--- src/rtl/vga_text_gen.sv ---
// vga_text_gen -- pixel-stage text renderer for an 800x600 boot screen.
//
// Sits directly behind the VGA sync generator. It rebuilds the pixel and
// line position from hs/vs/de, fetches a char+attribute word from text VRAM,
// fetches the glyph row from the font ROM and produces 24-bit RGB. The sync
// signals are delayed so they stay aligned with the colour output.
//
// Ports:
//   clk, reset            pixel clock, synchronous active-high reset
//   hs_in, vs_in, de_in   sync/enable from the sync generator
//   vram_addr, vram_data  text VRAM (sync read, 1 clk latency)
//                         data[7:0] = char code, data[15:8] = attribute
//   font_addr, font_data  font ROM {char, cell_row}, glyph row bit7 = left
//   cursor_en/col/row     block cursor, blinks on frame_cnt[4], rows 14-15
//   hs_out, vs_out,       inputs delayed 5 clk
//   de_out
//   r, g, b               colour, changes on the same edge as de_out
//
// Pipeline (E0 = edge that samples de_in for a pixel):
//   E0 address VRAM, E1 VRAM read, E2 address font, E3 font read,
//   E4 colour select and output register.
module vga_text_gen #(
  parameter int COLS   = 100,
  parameter int ROWS   = 37,
  parameter bit HS_POL = 1'b1,
  parameter bit VS_POL = 1'b1
) (
  input  logic        clk,
  input  logic        reset,
  input  logic        hs_in,
  input  logic        vs_in,
  input  logic        de_in,
  output logic [11:0] vram_addr,
  input  logic [15:0] vram_data,
  output logic [11:0] font_addr,
  input  logic [7:0]  font_data,
  input  logic        cursor_en,
  input  logic [6:0]  cursor_col,
  input  logic [5:0]  cursor_row,
  output logic        hs_out,
  output logic        vs_out,
  output logic        de_out,
  output logic [7:0]  r,
  output logic [7:0]  g,
  output logic [7:0]  b
);

  localparam logic [6:0]  COLS_C   = 7'(COLS);
  localparam logic [5:0]  ROWS_C   = 6'(ROWS);
  localparam logic [11:0] ROW_STEP = 12'(COLS);

  // Position state
  logic [9:0]  px;
  logic [6:0]  col;
  logic [3:0]  ln;
  logic [5:0]  row;
  logic [11:0] row_base;
  logic [5:0]  frame_cnt;
  logic        de_prev;
  logic        vs_prev;

  logic vs_edge;
  logic line_end;
  logic cursor_hit;

  assign vs_edge    = (vs_in == VS_POL) && (vs_prev != VS_POL);
  assign line_end   = de_prev && !de_in;
  // Cursor decision is taken with the cell position of this pixel and then
  // carried down the pipeline as one bit.
  assign cursor_hit = cursor_en && frame_cnt[4] && (row == cursor_row) &&
                      (col == cursor_col) && (ln >= 4'd14);

  always_ff @(posedge clk) begin
    if (reset) begin
      px        <= '0;
      col       <= '0;
      ln        <= '0;
      row       <= '0;
      row_base  <= '0;
      frame_cnt <= '0;
      de_prev   <= 1'b0;
      vs_prev   <= ~VS_POL;
    end else begin
      de_prev <= de_in;
      vs_prev <= vs_in;
      if (de_in) begin
        px <= px + 10'd1;
        if (px[2:0] == 3'd7) col <= col + 7'd1;
      end else begin
        px  <= '0;
        col <= '0;
      end
      // A vs edge landing on the same clock as a line end wins.
      if (vs_edge) begin
        ln        <= '0;
        row       <= '0;
        row_base  <= '0;
        frame_cnt <= frame_cnt + 6'd1;
      end else if (line_end) begin
        ln <= ln + 4'd1;
        if (ln == 4'd15) begin
          row      <= row + 6'd1;
          row_base <= row_base + ROW_STEP;
        end
      end
    end
  end

  // Sideband carried alongside the memory fetches
  logic [2:0] s1_px, s2_px, s3_px, s4_px;
  logic [3:0] s1_ln, s2_ln;
  logic       s1_rng, s2_rng, s3_rng, s4_rng;
  logic       s1_cur, s2_cur, s3_cur, s4_cur;
  logic [7:0] s3_attr, s4_attr;
  logic [4:0] hs_sr, vs_sr, de_sr;

  always_ff @(posedge clk) begin
    if (reset) begin
      vram_addr <= '0;
      font_addr <= '0;
      s1_px <= '0; s2_px <= '0; s3_px <= '0; s4_px <= '0;
      s1_ln <= '0; s2_ln <= '0;
      s1_rng <= 1'b0; s2_rng <= 1'b0; s3_rng <= 1'b0; s4_rng <= 1'b0;
      s1_cur <= 1'b0; s2_cur <= 1'b0; s3_cur <= 1'b0; s4_cur <= 1'b0;
      s3_attr <= '0; s4_attr <= '0;
      hs_sr <= {5{~HS_POL}};
      vs_sr <= {5{~VS_POL}};
      de_sr <= '0;
    end else begin
      // E0
      vram_addr <= row_base + {5'd0, col};
      s1_px     <= px[2:0];
      s1_ln     <= ln;
      s1_rng    <= (col < COLS_C) && (row < ROWS_C);
      s1_cur    <= cursor_hit;
      // E1 (VRAM read in flight)
      s2_px  <= s1_px;
      s2_ln  <= s1_ln;
      s2_rng <= s1_rng;
      s2_cur <= s1_cur;
      // E2
      font_addr <= {vram_data[7:0], s2_ln};
      s3_attr   <= vram_data[15:8];
      s3_px     <= s2_px;
      s3_rng    <= s2_rng;
      s3_cur    <= s2_cur;
      // E3 (font read in flight)
      s4_attr <= s3_attr;
      s4_px   <= s3_px;
      s4_rng  <= s3_rng;
      s4_cur  <= s3_cur;
      // Sync delay line; de_sr[3] is this pixel's de at E4
      hs_sr <= {hs_sr[3:0], hs_in};
      vs_sr <= {vs_sr[3:0], vs_in};
      de_sr <= {de_sr[3:0], de_in};
    end
  end

  assign hs_out = hs_sr[4];
  assign vs_out = vs_sr[4];
  assign de_out = de_sr[4];

  // E4 colour select. Colour nibble is IRGB: [3]=I, [2]=R, [1]=G, [0]=B.
  logic       pix;
  logic [3:0] colour;
  logic       active;

  always_comb begin
    pix    = font_data[~s4_px];
    colour = 4'd0;
    if (s4_cur) colour = pix ? s4_attr[7:4] : s4_attr[3:0];
    else        colour = pix ? s4_attr[3:0] : s4_attr[7:4];
    active = de_sr[3] && s4_rng;
  end

  function automatic logic [7:0] level(input logic on, input logic inten);
    if (on) return inten ? 8'hFF : 8'hAA;
    else    return inten ? 8'h55 : 8'h00;
  endfunction

  always_ff @(posedge clk) begin
    if (reset || !active) begin
      r <= '0;
      g <= '0;
      b <= '0;
    end else begin
      r <= level(colour[2], colour[3]);
      g <= level(colour[1], colour[3]);
      b <= level(colour[0], colour[3]);
    end
  end

endmodule

--- config.mk ---
export PLATFORM = sky130hd
export DESIGN_NAME = vga_text_gen
export DESIGN_NICKNAME = d
export VERILOG_FILES = /design/src/rtl/vga_text_gen.sv
export SDC_FILE = /design/constraint.sdc
export NUM_CORES = 1
export LEC_CHECK = 0
export CORE_AREA = 2 2 96 98
export CTS_BUF_LIST = sky130_fd_sc_hd__clkbuf_4 sky130_fd_sc_hd__clkbuf_8
export DETAILED_ROUTE_END_ITERATION = 10
export DIE_AREA = 0 0 98 100
export PLACE_DENSITY = 0.82
export SLEW_MARGIN = 10
export SYNTH_ARGS = -nofsm -noshare
export SYNTH_HDL_FRONTEND = slang
export SYNTH_SLANG_ARGS = --single-unit
--- constraint.sdc ---
create_clock -name clk -period 3.8 [get_ports clk]
set_clock_uncertainty 0.05 [all_clocks]
set_input_delay 0.38 -clock clk [delete_from_list [all_inputs] [get_ports clk]]
set_output_delay 0.38 -clock clk [all_outputs]
set_load 0.02 [all_outputs]
== Yosys cells after proc, flatten, opt, wreduce, memory -nomap -nowiden ==
Cells that the tools add are included.
Widths: inputs -> output; s select.
Storage, ports and cells
  output and inout port bits: 51
  ROM bits: 0
  word-level logic and storage cells: 74
  bits in writable memories: 0
  flip-flop bits (word level): 154
  memories kept: 0
  latch bits: 0
  bits of input ports: 43
Cells by class
  multipliers: 0
  bitwise gates (word level): 3
  reductions and logical operators: 14
  add/sub/neg operators: 7
  shift-type cells: 0
  order comparisons: 4
  equal/unequal tests: 4
  divide/modulo/power cells: 0
  mux-type cells: 10
Operators with widths (number)
  $mux 8: 3
  $mux 7: 2
  $add 12x7->12: 1
  $add 12x7->12 const B: 1
  $add 6x1->6 const B: 2
  $mux 4: 3
  $add 10x1->10 const B: 1
  $logic_and 1x1->1: 8
  $add 7x1->7 const B: 1
  $eq 7x7->1: 1
  $lt 7x7->1 const B: 1
  $eq 6x6->1: 1
  $lt 6x6->1 const B: 1
  $add 4x1->4 const B: 1
  $eq 4x4->1 const B: 1
  $ge 4x4->1 const B: 1
  $lt 3x4->1 const B: 1
  $reduce_or 2->1: 2
  $bmux 1 s3: 1
  $eq 3x3->1 const B: 1
  $not 3->3: 1
  $logic_not 1->1: 2
  $not 1->1: 2
  $reduce_and 2->1: 1
  other kinds (2): 2

== Longest topological paths before layout ==
  depth after elaboration: 7
  mapped depth: 6
  gate-level depth less buffers: 6

== Worst setup path after synthesis ==
Ideal clock, no wire load.
  kind: register -> register
  from: reg ln[1]
  to: reg row_base[10]
  period minus slack after synthesis: 1.800 ns
  cell stages (with the launch flop): 6
  data arrival time: 1.680 ns
  path slack: 2.000 ns
  buffers on the path: 0
  data required time: 3.679 ns
  library setup time: 0.071 ns
  path through: dfxtp_1 ha_1 nand3b_4 or4b_4 or3_1 a21oi_1
Between the ends
  longest elaborated chain between the ends: 2
RTL lines
  start: declaration: RTL line 55  | logic [3:0] ln;
  start signal: assignment: RTL line 100  | ln <= ln + 4'd1;
  $eq 4x4->1: RTL line 101  | if (ln == 4'd15) begin
  $reduce_and 2->1 (no source line)
  end signal: assignment: RTL line 103  | row_base <= row_base + ROW_STEP;
  end: declaration: RTL line 57  | logic [11:0] row_base;
Every way passes these cells.
A chain may end at the register's enable or synchronous reset.

== Final worst setup path ==
  from: reg col[3]
  to: reg vram_addr[7]
Between the ends
  longest elaborated chain between the ends: 1
RTL lines
  start: declaration: RTL line 54  | logic [6:0] col;
  start signal: assignment: RTL line 88  | if (px[2:0] == 3'd7) col <= col + 7'd1;
  $add 12x7->12: RTL line 131  | vram_addr <= row_base + {5'd0, col};
  end signal: assignment: RTL line 131
  end: declaration: RTL line 33  | output logic [11:0] vram_addr,
Every way passes these cells.

==> results.txt <==
- Seq/Total Area, Yosys: 0.528
- Crit path DAT: 2.40 ns
- Dividing the detail-routed via count by the number of cells gives slightly below 5.
- For the pin with the worst max-slew slack, the measured transition is around 0.89 ns.
* Row count: 35
* Worst hold margin: 0.378 ns
* PortBufs: 93
* Critical Path RT: a little over 4 ns
- Core area: 0.00889 sq mm
- For this design, the CTS-stage hold fixing added 0 buffers.
- The H-tree generated during clock tree synthesis spans 4 levels.
- The floorplan step defined a die boundary enclosing just under 0.01 sq mm.
* Clock Latency Late Sink: between 0.4 and 0.5 ns
- The slowest stage of the critical path is the sky130_fd_sc_hd__dfxtp_1 cell.
- The number of hold violations in the final report is 0.
* Net count reported at finish: just under 600
* Type of the worst setup path: reg -> reg
* All-layer global routing usage: 0.176
- Number of antenna violations at the first check in global routing: 0
- Cells after synthesis: 458
- Commonest cells after routing, fill and taps aside: 122 x sky130_fd_sc_hd__dfxtp_1, 92 x sky130_fd_sc_hd__clkdlybuf4s50_1, 74 x sky130_fd_sc_hd__nor2b_1
* Max Cap Violations: 0
- Global routing finished with a remaining overflow of 0.
* Mean instance size in the synthesized netlist: 10.1 sq um
- After synthesis the netlist holds a flip-flop and latch count of approximately 120.
* Net count of the mapped netlist: just over 500
- Unique masters post-synth: 40
- On the critical path the largest part of the delay comes from compound AO/OA/AOI/OAI gates.
- Number of optimization iterations in the first detailed-route pass: 4
- Measured along the x axis, the die boundary spans ~98 um.
* Number of global-route vias before repair: 3042
- Initial Utilization: 0.521
- TritonCTS created 17 clock buffers.
- 1st-iter DRT viols: 111
* Share of layout cells above drive strength 1: 0.0755
- The routed design has just over 8 mm of wire.
- The run finished with clean final reports.
- Post-route DRC violation count: 0
* Clock Path Buffers: 2
* Unrepaired setup endpoints after global routing: no
- Final worst path period share: 0.566
- The worst path meets setup with approximately 1.7 ns of slack.
- Highest clock rate: ~0.47 GHz
- Along the worst path, the maximum fanout reaches 8.
- Routed wire length per instance: 12.6 um
- Die height: 100 um
- On the worst path, the slowest cell contributes a delay of 0.54 ns.
* Vias after detailed routing: 3235
- Pin count of the biggest net entering global routing: 54
* Lkg Pwr: 2.20 nW
- The first global-routing pass estimated roughly 14 mm of wire.
- IO Pins: 94
* Layout Area Growth over Synthesis: 27.3%
- The congestion estimate from routability-driven global placement came to ~0.88.
- At the placement stage, the worst setup path has a slack of between 1 and 1.5 ns.
* Final critical-path required period: 2.15 ns
* Power Dens Cells: roughly 450 mW/mm^2
- With fillers left out, the area of the finished cells amounts to 0.00589 sq mm.
- Crit end category: flop
- Summing all placed instances gives a cell area of about 0.0055 sq mm.
- Yosys printed 0 warnings.
- Tightest slew margin relative to the limit: 0.408
- Final TNS setup: 0 ns
- Startpoint class of the critical path: flop
- Crit path cell chain: ha_1 > a211oi_1 > o21ai_0 > a21oi_1 > mux2_2
* Number of antenna cells inserted: 0
* Hold Path Class: reg -> reg
- Gates resized during post-CTS repair numbered 0.
* Summed instance area of the synthesized netlist: roughly 0.0046 sq mm
- HPWL after detailed placement: 5.97 mm
* Clock tree from TritonCTS: built
* Number of antenna-violating nets in the routed design: 0
- Commonest non-fill, non-tap cell in the layout: sky130_fd_sc_hd__dfxtp_1
- Clock-pin slew was measured on the worst setup and hold paths at approximately 0.070 ns.
- Setup violations remaining at the end of the flow were counted as 0.
- Counting both buffers and inverters, the worst setup path holds a total of 0.
* Max-slew violation count: 0
* Cell at the root of the clock tree: sky130_fd_sc_hd__clkbuf_8
* Post-CTS setup buffers: 0
- Sink count of the clock tree: between 100 and 150
- The worst-case IR drop observed on VDD is between 0.2 and 0.25 mV.
- After filler insertion, the fill cell instance count of the layout stands at 715.
stage by stage:
step / utilization / std cells / power [W]
detailed placement: 0.616 / 623 / 0.00146
finish: 0.663 / 654 / 0.00263
CTS: 0.663 / 654 / 0.00265
floorplan: - / 458 / 0.00140
global placement: 0.616 / 623 / 0.00146
global route: 0.663 / 654 / 0.00273
cells in the mapped netlist:
| cell type | count | share of area |
|---|---|---|
| sky130_fd_sc_hd__a211oi_1 | 5 | 0.0081 |
| sky130_fd_sc_hd__or4_1 | 3 | 0.0049 |
| sky130_fd_sc_hd__o211ai_1 | 1 | 0.0016 |
| sky130_fd_sc_hd__and3_1 | 1 | 0.0014 |
| sky130_fd_sc_hd__o31ai_1 | 2 | 0.0032 |
| sky130_fd_sc_hd__nand2b_1 | 9 | 0.012 |
| sky130_fd_sc_hd__nand3_1 | 5 | 0.0054 |
| sky130_fd_sc_hd__mux2i_1 | 3 | 0.0065 |
| sky130_fd_sc_hd__or4b_4 | 1 | 0.0030 |
| sky130_fd_sc_hd__nand4_1 | 9 | 0.012 |
| sky130_fd_sc_hd__nor3_1 | 5 | 0.0054 |
| sky130_fd_sc_hd__o311a_1 | 1 | 0.0022 |
| sky130_fd_sc_hd__or2_2 | 1 | 0.0014 |
| sky130_fd_sc_hd__nand2_1 | 25 | 0.020 |
| sky130_fd_sc_hd__a21o_1 | 1 | 0.0016 |
| sky130_fd_sc_hd__clkbuf_1 | 18 | 0.015 |
| sky130_fd_sc_hd__nand3b_4 | 1 | 0.0043 |
| sky130_fd_sc_hd__buf_4 | 20 | 0.032 |
| sky130_fd_sc_hd__inv_1 | 10 | 0.0081 |
| sky130_fd_sc_hd__o21ai_0 | 9 | 0.0097 |
| sky130_fd_sc_hd__nor4_1 | 5 | 0.0068 |
| sky130_fd_sc_hd__mux4_2 | 2 | 0.0097 |
| sky130_fd_sc_hd__and2_1 | 2 | 0.0027 |
| sky130_fd_sc_hd__xnor2_1 | 29 | 0.055 |
| sky130_fd_sc_hd__buf_2 | 1 | 0.0011 |
| sky130_fd_sc_hd__a211o_1 | 8 | 0.015 |
| sky130_fd_sc_hd__fa_1 | 1 | 0.0043 |
| sky130_fd_sc_hd__ha_1 | 14 | 0.038 |
| sky130_fd_sc_hd__a311oi_1 | 2 | 0.0038 |
| sky130_fd_sc_hd__buf_1 | 1 | 0.00081 |
| sky130_fd_sc_hd__nor2b_1 | 74 | 0.10 |
| sky130_fd_sc_hd__dfxtp_1 | 122 | 0.53 |
| sky130_fd_sc_hd__a2111oi_0 | 1 | 0.0019 |
| sky130_fd_sc_hd__o21a_1 | 1 | 0.0016 |
| sky130_fd_sc_hd__or3_1 | 2 | 0.0027 |
| sky130_fd_sc_hd__a31o_2 | 1 | 0.0019 |
| sky130_fd_sc_hd__mux2_2 | 2 | 0.0049 |
| sky130_fd_sc_hd__a21oi_1 | 9 | 0.0097 |
| sky130_fd_sc_hd__nor2_1 | 39 | 0.032 |
| sky130_fd_sc_hd__xor2_1 | 12 | 0.023 |
worst paths after layout:
| path | cells after the start | endpoint | slack (ns) | startpoint |
|---|---|---|---|---|
| max | 5 | vram_addr[7] | 1.65 | col[3] |
| min | 1 | s3_px[1] | 0.38 | s2_px[1] |
| max reg2reg | 5 | vram_addr[7] | 1.65 | col[3] |
| min reg2reg | 1 | s3_px[1] | 0.38 | s2_px[1] |
power by group:
| group | leakage, nW | internal (W) | switching [W] | total [W] |
|---|---|---|---|---|
| Combinational | 0.993 | 0.0000702 | 0.0000489 | 0.000119 |
| Sequential | 0.992 | 0.00130 | 0.00000923 | 0.00131 |
| Clock | 0.211 | 0.000714 | 0.000481 | 0.00119 |
cell families (layout without fill, tap and decap cells):
logic type | Yosys count | after routing | share of synthesized area
and+or+nand+nor | 182 | 182 | 0.214
DFF | 122 | 122 | 0.528
buffers and inverters | 50 | 135 | 0.0570
muxes | 7 | 7 | 0.0211
xor gates and xnor gates | 41 | 41 | 0.0776
AOI/OAI and AO/OA | 41 | 41 | 0.0605
adders and majority gates | 15 | 15 | 0.0422
routing by layer:
layer  vias to the layer above  GRT usage  share of wire
li1                       1637          -              -
met1                      1483      0.188           0.41
met2                       104      0.314           0.52
met3                        11     0.0752          0.061
met4                         0     0.0598          0.013
met5                         -          0              0
state kept, by name, indices dropped and copies added (netlist names), 5 cells and up:
signal	cells
s3_attr	8
frame_cnt	5
font_addr	12
col	7
s4_attr	8
hs_sr	5
row_base	10
vram_addr	12
row	6
vs_sr	5
de_sr	5
worst reg2reg max path: stages (launching register included):
cell,delay [ns]
sky130_fd_sc_hd__dfxtp_1,0.54
sky130_fd_sc_hd__ha_1,0.33
sky130_fd_sc_hd__a211oi_1,0.37
sky130_fd_sc_hd__o21ai_0,0.18
sky130_fd_sc_hd__a21oi_1,0.22
sky130_fd_sc_hd__mux2_2,0.35
area by class of cell:
class | count | area [sq um] | area share
clock inverter | 13 | 178 | 0.0301
sequential | 122 | 2440 | 0.414
multi-input combinational | 286 | 1920 | 0.326
inverter | 10 | 37.5 | 0.00637
tap | 111 | 139 | 0.0236
clock buffer | 18 | 241 | 0.0410
timing repair buffer | 94 | 933 | 0.158
No activity file was read; power rests on OpenSTA's default activity.
